===== config.mk =====
export PLATFORM = sky130hd
export DESIGN_NAME = pattern_serial_tx
export DESIGN_NICKNAME = d
export VERILOG_FILES = /design/src/rtl/pattern_serial_tx.sv
export SDC_FILE = /design/constraint.sdc
export NUM_CORES = 1
export LEC_CHECK = 0
export ABC_AREA = 0
export ABC_CLOCK_PERIOD_IN_PS = 1800
export CAP_MARGIN = 0
export CORE_UTILIZATION = 47
export CTS_BUF_LIST = sky130_fd_sc_hd__clkbuf_16
export DETAILED_ROUTE_END_ITERATION = 6
export HOLD_SLACK_MARGIN = 0.03
export PLACE_DENSITY = 0.73
export SYNTH_ARGS = -nofsm -noshare
export SYNTH_HDL_FRONTEND = slang
export SYNTH_SLANG_ARGS = --single-unit

===== constraint.sdc =====
create_clock -name io_in -period 1.8 [get_ports io_in]
set_input_delay 0.36 -clock io_in [delete_from_list [all_inputs] [get_ports io_in]]
set_output_delay 0.36 -clock io_in [all_outputs]
set_load 0.01 [all_outputs]

===== src/rtl/pattern_serial_tx.sv =====
// Serial frame transmitter for the 8-in/8-out user slot: start bit, five data
// bits LSB-first, parity bit, stop bit, each held for CLKS_PER_BIT clocks.
module pattern_serial_tx #(
    parameter int CLKS_PER_BIT = 4,
    parameter bit PARITY_ODD   = 1'b0
) (
    input  logic [7:0] io_in,
    output logic [7:0] io_out
);

    typedef enum logic [2:0] {
        IDLE,
        START,
        DATA,
        PARITY,
        STOP
    } state_t;

    localparam logic [3:0] LAST_CNT = 4'(CLKS_PER_BIT - 1);

    logic       clk;
    logic       rst_n;
    logic       start;
    logic [4:0] data;

    assign clk   = io_in[0];
    assign rst_n = io_in[1];
    assign start = io_in[2];
    assign data  = io_in[7:3];

    state_t     state_q, state_d;
    logic [3:0] cnt_q, cnt_d;
    logic [4:0] shift_q, shift_d;
    logic       start_q;
    logic       tx_q, tx_d;
    logic       busy_q, busy_d;
    logic       done_q, done_d;
    logic [2:0] bit_idx_q, bit_idx_d;
    logic       par_q, par_d;
    logic       tgl_q, tgl_d;

    logic start_edge;
    logic bit_end;

    assign start_edge = start && !start_q;
    assign bit_end    = (cnt_q == LAST_CNT);

    // State, timing and every output are registered together on the rising
    // edge; reset forces the line idle-high immediately, mid-frame or not.
    always_ff @(posedge clk or negedge rst_n) begin
        if (!rst_n) begin
            state_q   <= IDLE;
            cnt_q     <= 4'd0;
            shift_q   <= 5'd0;
            start_q   <= 1'b0;
            tx_q      <= 1'b1;
            busy_q    <= 1'b0;
            done_q    <= 1'b0;
            bit_idx_q <= 3'd0;
            par_q     <= 1'b0;
            tgl_q     <= 1'b0;
        end else begin
            state_q   <= state_d;
            cnt_q     <= cnt_d;
            shift_q   <= shift_d;
            start_q   <= start;
            tx_q      <= tx_d;
            busy_q    <= busy_d;
            done_q    <= done_d;
            bit_idx_q <= bit_idx_d;
            par_q     <= par_d;
            tgl_q     <= tgl_d;
        end
    end

    // Edges that arrive outside IDLE (including on the final stop cycle) are
    // simply never looked at, so they are dropped rather than queued.
    always_comb begin
        state_d = state_q;
        unique case (state_q)
            IDLE:   if (start_edge) state_d = START;
            START:  if (bit_end) state_d = DATA;
            DATA:   if (bit_end && bit_idx_q == 3'd4) state_d = PARITY;
            PARITY: if (bit_end) state_d = STOP;
            STOP:   if (bit_end) state_d = IDLE;
            default: state_d = IDLE;
        endcase
    end

    // Next values of the registered outputs; tx for the following bit is
    // prepared on the last cycle of the current one so it switches on time.
    always_comb begin
        cnt_d     = bit_end ? 4'd0 : cnt_q + 4'd1;
        shift_d   = shift_q;
        tx_d      = tx_q;
        busy_d    = busy_q;
        done_d    = 1'b0;
        bit_idx_d = bit_idx_q;
        par_d     = par_q;
        tgl_d     = tgl_q;
        unique case (state_q)
            IDLE: begin
                cnt_d  = 4'd0;
                tx_d   = 1'b1;
                busy_d = 1'b0;
                if (start_edge) begin
                    shift_d = data;
                    par_d   = (^data) ^ PARITY_ODD;
                    tx_d    = 1'b0;
                    busy_d  = 1'b1;
                end
            end
            START: begin
                if (bit_end) begin
                    tx_d      = shift_q[0];
                    bit_idx_d = 3'd0;
                end
            end
            DATA: begin
                if (bit_end) begin
                    if (bit_idx_q == 3'd4) begin
                        tx_d      = par_q;
                        bit_idx_d = 3'd0;
                    end else begin
                        shift_d   = shift_q >> 1;
                        tx_d      = shift_q[1];
                        bit_idx_d = bit_idx_q + 3'd1;
                    end
                end
            end
            PARITY: begin
                if (bit_end) tx_d = 1'b1;
            end
            STOP: begin
                if (bit_end) begin
                    tx_d   = 1'b1;
                    busy_d = 1'b0;
                    done_d = 1'b1;
                    tgl_d  = ~tgl_q;
                end
            end
            default: begin
                cnt_d  = 4'd0;
                tx_d   = 1'b1;
                busy_d = 1'b0;
            end
        endcase
    end

    assign io_out = {tgl_q, par_q, bit_idx_q, done_q, busy_q, tx_q};

endmodule


==> flow_summary.yaml, run 1 <==
logic_synthesis:
  synth.most_common_cell: "dfrtp_1"
  synth-seq-area-share: 0.469
  synth_common_cells: "dfrtp_1 (20), nor2_1 (8), mux2_2 (6), nand2b_1 (6)"
  async_flop_share: 1.00
  synth_top_area_cell: "dfrtp_1"
  synthesis.instances: 104
  ys_warn_count: 0
  synth_top_cell_area_share: 0.446
  syn-num-nets: 115
  synth_edf_count: 0
  syn_area_per_cell_um2: 10.8
  ys_top_cells_by_area: "dfrtp_1 (45%), mux2_2 (6.0%), mux2_1 (4.0%)"
  ys_ff_latch: 21
  ys.flop_type: "dfrtp_1"
  yosysUniqueCellTypes: 33
  syn_area_mm2: 0.00112
die:
  die_h_um: 50.9
  fp.dieW_um: 50.9
  fp-row-count: 17
  initial_core_util: 0.503
  ioPinCount: 16
clocking:
  cts_resized: 13
  post_cts_buffers: 10
  holdBufCountCts: 0
place:
  port_buffers: 8
  place.gp.congestion: 0.785
  hpwl_um: 1450
outcome:
  error_line: "[ERROR DPL-0033] detailed placement checks failed during check placement."
  failed_stage: "clock tree synthesis"
  status: "aborted with a tool error"
==> kinds of logic after synthesis <==
logic type               count (synthesis)  synth area share
buffers and inverters                   12            0.0569
adder cells (fa/ha/maj)                  3            0.0334
AO/OA/AOI/OAI                           16            0.0948
XOR/XNOR                                 9            0.0702
flip-flops                              21             0.469
multiplexers                            10             0.100
AND/OR/NAND/NOR                         33             0.175
==> per-stage QoR <==
step                cell area (µm²)  setup WS, ps   util  cells
global placement               1240          4.05  0.554    138
detailed placement             1240          4.06  0.554    138
floorplan                      1120          4.05      -    104
==> inputs of run 2 (changes only) <==
==> config.mk (replaced) <==
export PLATFORM = sky130hd
export DESIGN_NAME = pattern_serial_tx
export DESIGN_NICKNAME = d
export VERILOG_FILES = /design/src/rtl/pattern_serial_tx.sv
export SDC_FILE = /design/constraint.sdc
export NUM_CORES = 1
export LEC_CHECK = 0
export ABC_AREA = 0
export ABC_CLOCK_PERIOD_IN_PS = 2300
export CAP_MARGIN = 0
export CORE_AREA = 2 2 63 65
export DETAILED_ROUTE_END_ITERATION = 6
export DIE_AREA = 0 0 65 67
export PLACE_DENSITY_LB_ADDON = 0.15
export SYNTH_ARGS = -nofsm -noshare
export SYNTH_HDL_FRONTEND = slang
export SYNTH_SLANG_ARGS = --single-unit
==> constraint.sdc (replaced) <==
create_clock -name io_in -period 2.3 [get_ports io_in]
set_input_delay 0.46 -clock io_in [delete_from_list [all_inputs] [get_ports io_in]]
set_output_delay 0.46 -clock io_in [all_outputs]
set_load 0.01 [all_outputs]
==> flow_summary.yaml, run 2 <==
logic_synthesis:
  ys.flop_type: "dfrtp_1"
  synth_top_cell_area_share: 0.446
  syn_area_per_cell_um2: 10.8
  syn-num-nets: 115
  synth_common_cells: "dfrtp_1 (20), nor2_1 (8), mux2_2 (6), nand2b_1 (6)"
  ys_warn_count: 0
  synth_edf_count: 0
  synth_top_area_cell: "dfrtp_1"
  yosysUniqueCellTypes: 33
  ys_top_cells_by_area: "dfrtp_1 (45%), mux2_2 (6.0%), mux2_1 (4.0%)"
  ys_ff_latch: 21
  synth-seq-area-share: 0.469
  async_flop_share: 1.00
  synthesis.instances: 104
  synth.most_common_cell: "dfrtp_1"
  syn_area_mm2: 0.00112
sta:
  finalWorstSetupSlack_ps: 131
  finClkSkew_ps: 2.65
  slew_violations: 0
  tightest_slew_ps: 614
  relSlewSlack: 0.587
  whs_ps: -339
  final.setup.tns_ps: 0
  setup_viol: 0
  rsz0062_at_grt: "no"
  finalHoldViolations: 22
worst_setup_path:
  critPathCaptureType: "flip-flop"
  cp_max_fo: 3
  worstSetupPathType: "clk -> reg"
  r2r-start: "bit_idx_q[0]"
  start_kind: "clock port"
  arrival_ps: 2330
  cp-startpoint: "io_in[2]"
  worstPathRequired_ps: 2460
clocking:
  worst_skew_pair.late_latency_ps: 270
  clkTransAtPathRegs_ps: 80
  cts_tree: "built"
hold_path:
  min-delay-path-class: "clk -> async"
routing:
  drt-wirelength-per-cell_um: 15.8
  dr.pass1.iters: 4
  drtIter0Drc: 54
  num_vias: 991
  wl_um: 3090
  avgViaCountPerCell: 5.08
  postRouteAntennaNets: 0
  drc_errors: 0
outcome:
  status: "finished with violations"
  violations: "negative hold slack"
global_route:
  grt_max_degree: 15
  grt_pass1_wl_um: 5760
  grt_overflow: 0
  grt_pass1_vias: 1410
  grtUsageTotal: 0.197
  antenna_found_initial: 0
layout:
  finalNonFillerCells: 195
  area_delta_synth_final_pct: 58.8
  final_common_cell: "clkbuf_8"
  layout-drive-gt1-share: 0.381
  largest_reg_flops: 5
  fillers: 316
  postLayoutCoreUtil: 0.494
  final_area_mm2: 0.00178
  largest-register: "shift_q"
  layout_common_cells: "clkbuf_8 (30), dfrtp_1 (20), nor2_1 (8), clkdlybuf4s50_1 (8), mux2_2 (6)"
  layout_top_registers: "shift_q (5), cnt_q (4)"
  diodes: 0
  final_nets: 149
pwr:
  power.density_mw_per_mm2: 1700
  clockPowerShare: 0.872
  power_mw: 3.02
  combPwrFrac: 0
  ir_worst_vdd_mv: 1.03
  power.leakage_nw: 0.828
  internal_power_mw: 2.19
  power_frac_seq: 0.128
  switching_share: 0.274
  p_switching_mw: 0.829
die:
  fp.dieW_um: 65
  core_mm2: 0.00361
  ioPinCount: 16
  dieArea_mm2: 0.00436
  fp-row-count: 22
  die_h_um: 67
  initial_core_util: 0.311
place:
  port_buffers: 8
  place_area_mm2: 0.00122
  hpwl_um: 1600
  place.gp.congestion: 0.733
  dp.cells: 153
  pre_cts_ws_ps: 254
run:
  maxCapViolations: 0
==> run 2: cell counts after synthesis <==
No cell type changed its count.
==> run 2: critical path: stages <==
cell      delay, ps
clkbuf_8        120
clkbuf_8        130
nand2b_4         70
clkbuf_8        120
and2b_4         150
a2111o_1        140
clkbuf_8        160
mux2_4          290
==> run 2: cells by family after synthesis <==
| kind of cell | after synthesis | synth area share |
|---|---|---|
| xor gates and xnor gates | 9 | 0.0702 |
| AOI/OAI and AO/OA | 16 | 0.0948 |
| adders and majority gates | 3 | 0.0334 |
| buffers and inverters | 12 | 0.0569 |
| muxes | 10 | 0.100 |
| DFF | 21 | 0.469 |
| and+or+nand+nor | 33 | 0.175 |
==> run 2: area by class of cell <==
class | instances | area [µm²] | share of cell area
clock buffers | 36 | 443 | 0.249
clock inverters | 6 | 91.3 | 0.0513
inverters | 3 | 11.3 | 0.00632
multi-input cells | 71 | 554 | 0.311
flip-flops and latches | 21 | 527 | 0.296
well taps | 48 | 60.1 | 0.0337
repair buffers | 10 | 95.1 | 0.0534
==> run 2: what timing repair did <==
item | in CTS | in global routing
buffers inserted | 2 | 0
setup endpoints to repair | 6 | 0
hold buffers | 0 | 0
hold endpoints to repair | 0 | 0
resized for setup | 5 | 0
==> run 2: worst paths after layout <==
path	end	slack, ps	depth (start not counted)
max reg2reg	shift_q[1]	270	7
min in group io_in	start_q	-30	2
min reg2reg	tgl_q	470	1
min	cnt_q[0]	-340	2
max	shift_q[1]	130	8
max in group asynchronous	tx_q	2430	2
==> run 2: power by group through the flow <==
| stage | combinational (mW) | clock [mW] | sequential (mW) |
|---|---|---|---|
| after detailed placement | 0.000000142 | 0.375 | 0.398 |
| after floorplan | 0.000000136 | 0.375 | 0.398 |
| final | 0.000000142 | 2.64 | 0.387 |
| after CTS | 0.000000142 | 2.72 | 0.387 |
| after global placement | 0.000000142 | 0.375 | 0.398 |
| after global routing | 0.000000142 | 2.89 | 0.387 |
==> run 2: metal layers <==
layer | vias up | routed length [µm] | track usage
li1 | 437 | - | -
met1 | 473 | 1150 | 0.141
met2 | 61 | 1430 | 0.213
met3 | 20 | 342 | 0.204
met4 | 0 | 172 | 0.316
met5 | - | 0 | 0.0833
Note: power is estimated with default switching activity, not from simulation.
==> inputs of run 3 (changes only) <==
--- a/config.mk
+++ b/config.mk
@@ -5,12 +5,12 @@
 export SDC_FILE = /design/constraint.sdc
 export NUM_CORES = 1
 export LEC_CHECK = 0
-export ABC_AREA = 0
+export ABC_AREA = 1
 export ABC_CLOCK_PERIOD_IN_PS = 2300
 export CAP_MARGIN = 0
-export CORE_AREA = 2 2 63 65
+export CORE_AREA = 5 5 66 68
 export DETAILED_ROUTE_END_ITERATION = 6
-export DIE_AREA = 0 0 65 67
+export DIE_AREA = 0 0 71 73
 export PLACE_DENSITY_LB_ADDON = 0.15
 export SYNTH_ARGS = -nofsm -noshare
 export SYNTH_HDL_FRONTEND = slang
==> flow_summary.yaml, run 3 <==
logic_synthesis:
  yosysUniqueCellTypes: 23
  synth_edf_count: 0
  syn_area_per_cell_um2: 7.75
  synth_top_cell_area_share: 0.436
  synth-seq-area-share: 0.459
  synth.most_common_cell: "nand2_1"
  async_flop_share: 1.00
  syn-num-nets: 159
  ys_warn_count: 0
  synthesis.instances: 148
  synth_common_cells: "nand2_1 (44), dfrtp_1 (20), nor2_1 (17), inv_1 (15), nand3_1 (7)"
  ys_top_cells_by_area: "dfrtp_1 (44%), nand2_1 (14%), nor2_1 (5.6%)"
  synth_top_area_cell: "dfrtp_1"
  ys_ff_latch: 21
  syn_area_mm2: 0.00115
  ys.flop_type: "dfrtp_1"
sta:
  final.setup.tns_ps: 0
  tightest_slew_ps: 303
  finalWorstSetupSlack_ps: 144
  whs_ps: -329
  rsz0062_at_grt: "no"
  slew_violations: 0
  setup_viol: 0
  finClkSkew_ps: 2.60
  relSlewSlack: 0.796
  finalHoldViolations: 22
die:
  ioPinCount: 16
  dieArea_mm2: 0.00518
  fp.dieW_um: 71
  fp-row-count: 23
  die_h_um: 73
  initial_core_util: 0.302
  core_mm2: 0.00380
global_route:
  grtUsageTotal: 0.193
  grt_pass1_wl_um: 7560
  grt_max_degree: 12
  grt_use_met2: 0.184
  met1_usage: 0.0886
  antenna_found_initial: 0
  grt_util_met3: 0.264
  grt_overflow: 0
  grt_pass1_vias: 1998
  top_usage_layer: "met4"
place:
  hpwl_um: 1760
  pre_cts_ws_ps: 627
  dp.cells: 201
  place.gp.congestion: 0.772
  port_buffers: 8
  place_area_mm2: 0.00125
layout:
  diodes: 0
  final_area_mm2: 0.00220
  finalNonFillerCells: 280
  layout-drive-gt1-share: 0.352
  layout_common_cells: "clkbuf_8 (60), nand2_1 (42), dfrtp_1 (20), inv_1 (19), nor2_1 (17)"
  final_nets: 228
  final_common_cell: "clkbuf_8"
  largest-register: "shift_q"
  area_delta_synth_final_pct: 91.8
  layout_top_registers: "shift_q (5), cnt_q (4)"
  largest_reg_flops: 5
routing:
  drc_errors: 0
  postRouteAntennaNets: 0
  avgViaCountPerCell: 4.95
  drt-wirelength-per-cell_um: 15.2
  dr.pass1.iters: 5
  wl_um: 4260
  num_vias: 1387
  drtIter0Drc: 149
worst_setup_path:
  reg2reg_to: "state_q[0]"
  cp_max_fo: 3
  cp-startpoint: "io_in[2]"
  start_kind: "clock port"
  arrival_ps: 2320
  worstSetupEndpoint: "state_q[0]"
  critPathCaptureType: "flip-flop"
  rrSetupSlack_ps: 450
  worstPathRequired_ps: 2460
  worstSetupPathType: "clk -> reg"
  reg2reg_depth: 11
  r2r-start: "state_q[2]"
clocking:
  worst_skew_pair.late_latency_ps: 270
  holdBufCountCts: 0
  clkTransAtPathRegs_ps: 80
  cts_tree: "built"
run:
  maxCapViolations: 0
hold_path:
  min-delay-path-class: "clk -> async"
pwr:
  power_mw: 4.33
  power.leakage_nw: 0.989
  power.density_mw_per_mm2: 1970
  ir_worst_vdd_mv: 1.50
outcome:
  status: "finished with violations"
  violations: "negative hold slack"
[run 3: cell count changes after synthesis, moves of 4 or more]
cell,previous run,this run
mux2_2,6,0
nor2_1,8,17
inv_1,3,15
xnor2_1,5,1
mux2_1,4,0
clkbuf_1,4,0
nor2_2,0,4
o21ai_1,0,5
nand2_1,4,44
nand2b_1,6,0
[run 3: area by class of cell]
| class | instances | area, µm² |
|---|---|---|
| repair buffers | 8 | 80.1 |
| clock inverters | 11 | 70.1 |
| well taps | 50 | 62.6 |
| fillers | 332 | 1600 |
| inverters | 15 | 56.3 |
| clock buffers | 71 | 875 |
| multi-input cells | 104 | 531 |
| flip-flops and latches | 21 | 527 |
[run 3: cell families (layout without fill, tap and decap cells)]
family / Yosys count / in the layout / synth area share
flops: 21 / 21 / 0.459
buf+inv: 23 / 105 / 0.0916
fa+ha+maj: 3 / 3 / 0.0327
compound gates: 15 / 15 / 0.0720
simple gates: 82 / 82 / 0.314
xor+xnor: 4 / 4 / 0.0305
[run 3: how the worst min path moves through the flow]
stage                     depth (start not counted)     start           end  slack (ps)
final                                             2  io_in[1]        done_q        -330
after detailed placement                          0  io_in[1]  bit_idx_q[0]        -300
after floorplan                                   0  io_in[1]  bit_idx_q[0]        -300
after global placement                            0  io_in[1]  bit_idx_q[0]        -300
after global routing                              2  io_in[1]    shift_q[0]        -320
after CTS                                         2  io_in[1]    shift_q[3]        -320
[run 3: per-stage QoR]
step	util	hold WS, ps
floorplan	-	-296
global placement	0.330	-296
detailed placement	0.330	-296
CTS	0.583	-319
global route	0.579	-318
finish	0.579	-329
[run 3: layer usage]
| metal | up-vias | wire, µm |
|---|---|---|
| met5 | - | 0 |
| met4 | 0 | 468 |
| met3 | 59 | 572 |
| met2 | 118 | 1840 |
| met1 | 608 | 1380 |
| li1 | 602 | - |
[run 3: worst max-delay path, cell delays in order]
cell and delay [ps]:
clkbuf_8 120, clkbuf_8 130, nand2_4 60, clkbuf_8 110
nand2_2 100, nand2_4 90, clkbuf_8 130, nor2_2 40
clkbuf_8 130, clkbuf_8 120, nand2_1 60, nand2_1 60
[run 3: what timing repair did]
action / CTS / global route
resized for setup: 4 / 0
buffers inserted: 2 / 0
pin swaps: 2 / 0
setup endpoints to repair: 5 / 1
[run 3: where the power goes]
part / internal (mW) / leakage [nW] / switching, mW
registers: 0.391 / 0.294 / 0
logic: 0 / 0.114 / 0
clock network: 2.60 / 0.581 / 1.34
total: 2.99 / 0.989 / 1.34
